`src/rtl/c2h_packet_scheduler.sv`:
```
// c2h_packet_scheduler
// Packet-level gate between the producer AXI4-Stream FIFO and the XDMA C2H stream.
// Releases data only as whole packets of 2**PKT_WIDTH words once the FIFO reports a full
// packet, generates tlast on the packet boundary, inserts a programmable idle gap between
// packets and flags upstream framing errors.
//
// Optional feature macro: C2H_SCHED_STATS_EN
//   defined   -> pkt_cnt / underrun_cnt counters implemented
//   undefined -> both outputs tied to 0, no counter flops
//
// Ports:
//   user_clk, user_rst      clock, synchronous active-high reset
//   dma_ena                 enable, sampled in IDLE only (packets are atomic)
//   pkt_avail               FIFO holds at least one full packet
//   gap_len                 inter-packet gap, GAP lasts gap_len+1 cycles
//   s_axis_*                upstream stream from FIFO (tlast checked, not forwarded)
//   m_axis_*                downstream stream to XDMA C2H (tlast generated, tkeep all ones)
//   busy                    state != IDLE
//   framing_err             sticky: upstream tlast disagreed with generated tlast on a beat
//   pkt_cnt                 packets completed, wraps
//   underrun_cnt            XFER cycles with s_axis_tvalid low, saturating
module c2h_packet_scheduler #(
   parameter int DATA_WIDTH = 64,
   parameter int KEEP_WIDTH = DATA_WIDTH / 8,
   parameter int PKT_WIDTH  = 11,
   parameter int WAIT_WIDTH = 4
) (
   input  logic                  user_clk,
   input  logic                  user_rst,
   input  logic                  dma_ena,
   input  logic                  pkt_avail,
   input  logic [WAIT_WIDTH-1:0] gap_len,
   input  logic [DATA_WIDTH-1:0] s_axis_tdata,
   input  logic                  s_axis_tvalid,
   output logic                  s_axis_tready,
   input  logic                  s_axis_tlast,
   output logic [DATA_WIDTH-1:0] m_axis_tdata,
   output logic [KEEP_WIDTH-1:0] m_axis_tkeep,
   output logic                  m_axis_tvalid,
   input  logic                  m_axis_tready,
   output logic                  m_axis_tlast,
   output logic                  busy,
   output logic                  framing_err,
   output logic [31:0]           pkt_cnt,
   output logic [15:0]           underrun_cnt
);

   typedef enum logic [1:0] {
      StIdle = 2'd0,
      StXfer = 2'd1,
      StGap  = 2'd2
   } state_t;

   state_t                state_q, state_d;
   logic [PKT_WIDTH-1:0]  beat_cnt_q, beat_cnt_d;
   logic [WAIT_WIDTH-1:0] gap_cnt_q, gap_cnt_d;
   logic                  beat;
   logic                  last_beat;

   // Data is a pure pass-through; only the handshake is gated.
   assign m_axis_tdata = s_axis_tdata;
   assign m_axis_tkeep = '1;
   assign busy         = (state_q != StIdle);
   assign beat         = m_axis_tvalid && m_axis_tready;
   assign last_beat    = beat && m_axis_tlast;

   always_comb begin
      state_d       = state_q;
      beat_cnt_d    = beat_cnt_q;
      gap_cnt_d     = gap_cnt_q;
      m_axis_tvalid = 1'b0;
      s_axis_tready = 1'b0;
      m_axis_tlast  = 1'b0;
      case (state_q)
         StIdle: begin
            if (dma_ena && pkt_avail) begin
               state_d    = StXfer;
               beat_cnt_d = '0;
            end
         end
         StXfer: begin
            m_axis_tvalid = s_axis_tvalid;
            s_axis_tready = m_axis_tready;
            m_axis_tlast  = &beat_cnt_q;
            if (s_axis_tvalid && m_axis_tready) begin
               beat_cnt_d = beat_cnt_q + 1'b1;
               if (&beat_cnt_q) begin
                  state_d   = StGap;
                  gap_cnt_d = gap_len;
               end
            end
         end
         StGap: begin
            gap_cnt_d = gap_cnt_q - 1'b1;
            if (gap_cnt_q == '0) begin
               state_d = StIdle;
            end
         end
         // Unused encoding recovers to IDLE.
         default: state_d = StIdle;
      endcase
   end

   always_ff @(posedge user_clk) begin
      if (user_rst) begin
         state_q     <= StIdle;
         beat_cnt_q  <= '0;
         gap_cnt_q   <= '0;
         framing_err <= 1'b0;
      end else begin
         state_q    <= state_d;
         beat_cnt_q <= beat_cnt_d;
         gap_cnt_q  <= gap_cnt_d;
         // Generated tlast wins; a disagreement is only recorded.
         if (beat && (s_axis_tlast != m_axis_tlast)) begin
            framing_err <= 1'b1;
         end
      end
   end

`ifdef C2H_SCHED_STATS_EN
   logic [31:0] pkt_cnt_q;
   logic [15:0] underrun_cnt_q;

   always_ff @(posedge user_clk) begin
      if (user_rst) begin
         pkt_cnt_q      <= '0;
         underrun_cnt_q <= '0;
      end else begin
         if (last_beat) begin
            pkt_cnt_q <= pkt_cnt_q + 32'd1;
         end
         if ((state_q == StXfer) && !s_axis_tvalid && (underrun_cnt_q != 16'hFFFF)) begin
            underrun_cnt_q <= underrun_cnt_q + 16'd1;
         end
      end
   end

   assign pkt_cnt      = pkt_cnt_q;
   assign underrun_cnt = underrun_cnt_q;
`else
   logic unused_last_beat;
   assign unused_last_beat = last_beat;
   assign pkt_cnt          = '0;
   assign underrun_cnt     = '0;
`endif

endmodule
```
`config.mk`:
```
export PLATFORM = sky130hd
export DESIGN_NAME = c2h_packet_scheduler
export DESIGN_NICKNAME = d
export VERILOG_FILES = /design/src/rtl/c2h_packet_scheduler.sv
export SDC_FILE = /design/constraint.sdc
export NUM_CORES = 1
export LEC_CHECK = 0
export CORE_UTILIZATION = 30
export DETAILED_ROUTE_END_ITERATION = 10
export MAX_ROUTING_LAYER = met4
export PLACE_DENSITY = 0.9
export SLEW_MARGIN = 20
export SYNTH_ARGS = -nofsm -noshare
export SYNTH_HDL_FRONTEND = slang
export SYNTH_SLANG_ARGS = --single-unit
```
`constraint.sdc`:
```
create_clock -name user_clk -period 2.04 [get_ports user_clk]
set_input_delay 0.408 -clock user_clk [delete_from_list [all_inputs] [get_ports user_clk]]
set_output_delay 0.408 -clock user_clk [all_outputs]
set_load 0.005 [all_outputs]
```
==> results of run 1 <==
==> power groups by stage <==
stage	registers (W)	clock network, W	logic, W
after floorplan	0.000365	0	0.000228
after global placement	0.000366	0	0.0000857
after detailed placement	0.000366	0	0.0000871
after CTS	0.000358	0.000302	0.0000875
after global routing	0.000358	0.000320	0.000103
final	0.000358	0.000295	0.0000886
==> per-stage QoR <==
step                      utilization (%)  power [W]  instance area (um^2)  hold slack, ns  instances
after floorplan                         -   0.000592                  2150           0.481        291
after global placement               25.6   0.000451                  1560           0.494        269
after detailed placement             25.6   0.000453                  1560           0.492        269
after CTS                            26.6   0.000748                  1620           0.512        274
after global routing                 26.7   0.000781                  1630           0.530        274
final                                26.7   0.000742                  1630           0.509        274
==> cells in the final DEF (no fill, tap or decap), types with 3 or more instances in the layout <==
| master | instances |
|---|---|
| nand3_1 | 7 |
| clkdlybuf4s50_1 | 12 |
| clkbuf_8 | 4 |
| a31oi_1 | 3 |
| or3_1 | 3 |
| and3b_1 | 3 |
| buf_4 | 13 |
| dfxtp_1 | 16 |
| conb_1 | 56 |
| inv_1 | 6 |
| nor2_1 | 16 |
| xnor2_1 | 8 |
| nand2_1 | 7 |
| a21oi_1 | 7 |
==> final cells by class <==
class                      instances  area [um^2]
fill                             654         4470
multi-input combinational        143          842
sequential                        18          363
timing repair buffer              28          253
tap                               75         93.8
clock buffer                       4         55.1
inverter                           6         22.5
==> path summary, 6_finish.rpt <==
path,to,slack (ns),cells after the start
worst min register to register,beat_cnt_q[1],0.51,2
worst min-delay path,beat_cnt_q[1],0.51,2
worst max register to register,gap_cnt_q[1],0.40,5
worst max-delay path,m_axis_tlast,0.13,5
==> cell families (layout without fill, tap and decap cells) <==
family          count (synthesis)  count (layout)  synth area share, %
simple gates                   55              55                 17.3
fa+ha+maj                       2               2                 1.29
buf+inv                       130              38                 48.6
other cells                     2              56                0.386
compound gates                 21              21                 9.77
xor+xnor                        8               8                 3.60
flops                          18              18                 18.5
mux                             1               1                0.514
==> synth_stat cells (all sizes together) (3+ instances only) <==
cell type,n,area [um^2]
a2111oi,5,93.8
a21oi,7,35.0
a31oi,3,18.8
and3b,3,26.3
buf,122,917
dfxtp,18,360
inv,6,22.5
nand2,7,26.3
nand3,8,45.0
nor2,16,60.1
or3,3,18.8
xnor2,8,70.1
==> state kept, by name (all words and copies together) (netlist names) <==
name         count
gap_cnt_q        4
framing_err      1
beat_cnt_q      11
state_q          2
==> worst register-to-register path: stages (launching register included) <==
cell and delay [ns]:
dfxtp_1 0.51, nand4b_4 0.27, nor4_4 0.28, buf_4 0.20, mux2i_1 0.18, a21oi_1 0.08
==> repair_timing <==
action                                  4_1_cts  5_1_grt
pin swaps                                     1        1
endpoints found under the hold margin         0        0
gates resized for setup                       3        3
setup buffers                                 1        0
endpoints found under the setup margin        1        3
==> routing by layer <==
layer / vias up / wire [um] / track usage [%]
met4: 0 / 208 / 9.14
li1: 521 / - / -
met1: 524 / 1120 / 8.69
met3: 31 / 273 / 2.64
met5: - / 0 / -
met2: 62 / 1410 / 14.5
==> metrics.md, run 1 <==
| Metric | Value |
|---|---|
| Status | `finished, final reports clean` |
| Achievable frequency | `~520 MHz` |
| Largest stage delay, worst path | `~0.34 ns` |
| Pint | `~0.00056 W` |
| DRC violation count after routing | `0` |
| Switching power share of the total | `24.3%` |
| Clk pwr share | `39.8%` |
| CP arrival | `1.51 ns` |
| H-tree Lvls | `1` |
| Post-DRT Antenna Nets | `0` |
| Critical Path Source | `beat_cnt_q[1]` |
| Routed len/inst | `11.0 um` |
| GR Overflow Total | `0` |
| First-pass GRT wire length | `4520 um` |
| IO Port Bufs | `15` |
| Sw Pwr | `~0.00018 W` |
| Top Ports | `200` |
| # diodes | `0` |
| Fin Setup TNS | `0 ns` |
| Final worst slack | `between 0.1 and 0.15 ns` |
| Critical path startpoint category | `register` |
| Clock Pin Slew Worst Setup and Hold Paths | `0.07 ns` |
| Via count | `about 1100` |
| Fin nets | `277` |
| Unrepaired setup endpoints after global routing | `no` |
| Area grow syn2layout | `-16.3%` |
| DP HPWL | `about 2400 um` |
| Row count | `28` |
| PD cells | `between 400 and 500 nW/um^2` |
| Critical path buffers and inverters | `1` |
| Sequential area share after synthesis | `between 15 and 20%` |
| Placeable Area | `approximately 6100 um^2` |
| Comb pwr share | `11.9%` |
| CTS tree | `built` |
| Number of flops mapped to enable cells by yosys | `0` |
| Final setup fails | `0` |
| Slew Limit Fails | `0` |
| Die height | `a little over 80 um` |
| Async SR Flop Fraction | `0%` |
| Initial Util | `between 30% and 40%` |
| Fin. Hold Viols | `0` |
| Drt initial violations | `62` |
| Cts hold-fix bufs | `0` |
| Worst-path cell chain | `ha_1, nand2_1, nor4_2, and3b_1, clkdlybuf4s15_1` |
| Yosys synthesis warning count | `0` |
| Critical Path Sink Type | `output port` |
| Lkg Pwr | `0.681 nW` |
| Syn Area/Cell | `8.21 um^2` |
| Distinct cells, synth | `39` |
| Die area | `just under 7000 um^2` |
| Worst slack, placed | `-0.0478 ns` |
| Worst path top cell family by delay | `simple AND/OR/NAND/NOR gates` |
| Register share of total power | `just under 50%` |
| Largest net degree at the start of global routing | `11` |
| Max-cap violations | `0` |
| GP Congestion | `between 0.8 and 0.9` |
| Maximum VDD drop | `between 0.2 and 0.3 mV` |
| Crit Path Class | `register to output port` |
| CTS root buffer | `clkbuf_8` |
| Layout cells sized above 1 | `about 14%` |
| CTS sink cnt | `18` |
| Routed vias/inst | `approximately 4.2` |
| Die X | `roughly 83 um` |
| Hold Crit Class | `register to register` |
| Synth Register Bits | `18` |
| Layout Skew | `0.00205 ns` |
| CTS buffer count | `3` |
| Final worst path period share | `93.9%` |
| Longest Clk Path Bufs | `2` |
| Top FF cell, synth | `dfxtp_1` |
| Final WL | `around 3000 um` |
| Tmin final | `about 1.9 ns` |
| CP max-delay cell | `dfxtp_2` |
| Cell count after synthesis | `roughly 240` |
| Worst r2r src | `state_q[0]` |
| Synthesized area | `around 1900 um^2` |
| Vias in the first global route | `982` |
| Initial antenna violation count | `0` |
| Tot GR Track Use | `under 10%` |
| CP required | `between 1.5 and 2 ns` |
| Crit Path Max Fanout | `3` |
| Worst-Skew Late Latency | `roughly 0.26 ns` |
| First-pass detailed-route iteration total | `4` |
| Hold Path Origin | `beat_cnt_q[1]` |
Note: power is estimated with default switching activity, not from simulation.
==> run 2: changes to the inputs <==
--- a/config.mk
+++ b/config.mk
@@ -5,10 +5,12 @@
 export SDC_FILE = /design/constraint.sdc
 export NUM_CORES = 1
 export LEC_CHECK = 0
-export CORE_UTILIZATION = 30
+export CORE_AREA = 2 2 78 80
 export DETAILED_ROUTE_END_ITERATION = 10
+export DIE_AREA = 0 0 80 82
+export DONT_BUFFER_PORTS = 1
 export MAX_ROUTING_LAYER = met4
-export PLACE_DENSITY = 0.9
+export PLACE_DENSITY = 0.55
 export SLEW_MARGIN = 20
 export SYNTH_ARGS = -nofsm -noshare
 export SYNTH_HDL_FRONTEND = slang
==> run 2 against run 1 <==
- die area shrank 3.7%
- count of clock-buffer cells in the layout is the same
- sequential power is essentially flat
- highest routed layer unchanged
==> metrics.md, run 2 (synthesized netlist as in run 1, its figures left out) <==
| Metric | Value |
|---|---|
| Worst reg2reg setup slack | `0.31 ns (-0.09 ns)` |
| Crit Path Class | `register to output port` |
| H-tree Lvls | `1 (unchanged)` |
| Longest Clk Path Bufs | `2 (unchanged)` |
| Vias in the first global route | `904 (-7.9%)` |
| Hold Crit Endpoint | `gap_cnt_q[3]` |
| Placed insts | `244 (-9.3%)` |
| Cts hold-fix bufs | `0 (unchanged)` |
| Worst-Skew Late Latency | `0.25 ns (about the same)` |
| Layout cells sized above 1 | `9.83% (-4.2 points)` |
| Fin. Hold Viols | `0 (unchanged)` |
| Most flops, register | `beat_cnt_q` |
| Largest stage delay, worst path | `0.37 ns (+0.03 ns)` |
| Worst-path cell chain | `ha_2, nand2_2, nor4_2, and3b_1` |
| Hold Crit Class | `input pin to register` |
| Initial Util | `33.9% (+1.9 points)` |
| CTS tree | `built` |
| Crit Path Max Fanout | `4 (+1)` |
| Lkg Pwr | `0.549 nW (-19%)` |
| Die height | `82 um (-0.67%)` |
| Area grow syn2layout | `-28.4%` |
| Routed vias/inst | `4.09 (-1.5%)` |
| Clock Pin Slew Worst Setup and Hold Paths | `0.07 ns (about the same)` |
| Final setup fails | `0 (unchanged)` |
| Largest net degree at the start of global routing | `15 (+4)` |
| CTS buffer count | `3 (unchanged)` |
| Final WL | `2840 um (-5.6%)` |
| CP arrival | `1.50 ns (about the same)` |
| R2R depth | `4 (-1)` |
| DRC violation count after routing | `0 (unchanged)` |
| CTS root buffer | `clkbuf_8` |
| Unrepaired setup endpoints after global routing | `no` |
| GR Overflow Total | `0 (unchanged)` |
| Critical Path Sink Type | `output port` |
| Fin util | `24.3% (-2.5 points)` |
| Most frequent cells in the layout | `conb_1 (56), dfxtp_1 (18), nor2_1 (16), xnor2_1 (8)` |
| Worst slack, placed | `0.293 ns (+0.341 ns)` |
| Maximum VDD drop | `0.198 mV (-22%)` |
| Top Ports | `200 (unchanged)` |
| Hold Path Origin | `user_rst` |
| Initial antenna violation count | `0 (unchanged)` |
| Row count | `28 (unchanged)` |
| GP Congestion | `0.784 (-3.5%)` |
| Routed len/inst | `11.4 um (+4.3%)` |
| Layout Skew | `0.00709 ns (+0.00504 ns)` |
| Critical Path Source | `beat_cnt_q[0]` |
| Worst r2r src | `state_q[0]` |
| Tmin final | `1.90 ns (-0.0102 ns)` |
| Status | `finished, final reports clean` |
| # diodes | `0 (unchanged)` |
| Post-CTS setup buffer count | `0 (-1)` |
| Critical path startpoint category | `register` |
| Tot GR Track Use | `8.68% (-0.42 points)` |
| Fin nets | `251 (-9.4%)` |
| Max reg flops | `11 (unchanged)` |
| Max-cap violations | `0 (unchanged)` |
| First-pass detailed-route iteration total | `3 (-1)` |
| Filler cells | `648 (-0.92%)` |
| Resized Gates After CTS | `0 (-3)` |
| PD cells | `502 nW/um^2 (+10%)` |
| First-pass GRT wire length | `4320 um (-4.4%)` |
| CTS sink cnt | `18 (unchanged)` |
| Final Non-Filler Cells | `248 (-9.5%)` |
| R2R Path End | `gap_cnt_q[1]` |
| Top flop regs | `beat_cnt_q x11, gap_cnt_q x4, state_q x2` |
| IO Port Bufs | `0 (-15)` |
| Worst hold stages | `1 (-1)` |
| Die X | `80 um (-3.1%)` |
| Fin Setup TNS | `0 ns (unchanged)` |
| Via count | `1015 (-11%)` |
| Post-DRT Antenna Nets | `0 (unchanged)` |
| Placeable Area | `5750 um^2 (-5.7%)` |
| Achievable frequency | `525 MHz (+0.53%)` |
| DP HPWL | `2250 um (-5.0%)` |
| Tot Pwr | `0.000699 W (-5.8%)` |
| Die area | `6560 um^2 (-3.7%)` |
| CP required | `1.63 ns (about the same)` |
| Commonest non-fill, non-tap cell in the layout | `conb_1` |
| Slew Limit Fails | `0 (unchanged)` |
| CP max-delay cell | `dfxtp_1` |
| Final worst path period share | `93.4% (-0.50 points)` |
| Final worst slack | `0.135 ns (+0.0102 ns)` |
| Drt initial violations | `50 (-19%)` |
## run 2: cell type report
class                           count  area, um^2  share of cell area [%]
Multi-Input combinational cell    143         847                    60.8
Sequential cell                    18         360                    25.9
Tap cell                           75        93.8                    6.73
Clock buffer                        4        55.1                    3.95
Inverter                            6        22.5                    1.62
Timing Repair Buffer                2        15.0                    1.08
## run 2: worst max path at each step
| stage | to | slack (ns) | cells past startpoint |
|---|---|---|---|
| 6_report | m_axis_tlast | 0.14 | 4 |
| 5_1_grt | m_axis_tlast | 0.003 | 4 |
| 4_1_cts | m_axis_tlast | 0.07 | 4 |
| 3_5_place_dp | gap_cnt_q[1] | 0.29 | 4 |
| 3_3_place_gp | gap_cnt_q[1] | 0.33 | 4 |
| 2_1_floorplan | m_axis_tlast | 0.38 | 4 |
## run 2: metrics by stage
step	instance area [um^2]	hold WS, ns
after floorplan	2150	0.481
after global routing	1390	0.198
after global placement	1330	0.480
after detailed placement	1330	0.480
final	1390	0.216
after CTS	1390	0.209
## run 2: power breakdown
part / total (W) / internal [W] / switching [W]
sequential: 0.000358 / 0.000354 / 0.00000487
combinational: 0.0000518 / 0.0000102 / 0.0000416
clock: 0.000289 / 0.000171 / 0.000118
total: 0.000699 / 0.000535 / 0.000164
## run 2: layer usage
layer | vias to the layer above | share of wire [%] | wire length (um) | GRT usage, %
li1 | 471 | - | - | -
met1 | 450 | 39 | 1100 | 9.03
met2 | 62 | 44 | 1240 | 13.1
met3 | 32 | 9.7 | 274 | 1.65
met4 | 0 | 7.8 | 221 | 9.66
met5 | - | 0 | 0 | -
## run 2: critical path, delay by kind of cell, from the launching register on
kind	cells	cell delay, ns
simple gates	3	0.65
flops	1	0.37
fa+ha+maj	1	0.23
==> run 3: changes to the inputs <==
--- a/config.mk
+++ b/config.mk
@@ -11,7 +11,7 @@
 export DONT_BUFFER_PORTS = 1
 export MAX_ROUTING_LAYER = met4
 export PLACE_DENSITY = 0.55
-export SLEW_MARGIN = 20
+export SLEW_MARGIN = 25
 export SYNTH_ARGS = -nofsm -noshare
 export SYNTH_HDL_FRONTEND = slang
 export SYNTH_SLANG_ARGS = --single-unit
==> results of run 3 <==
Final layout, timing and power as in run 2 (identical DEF).
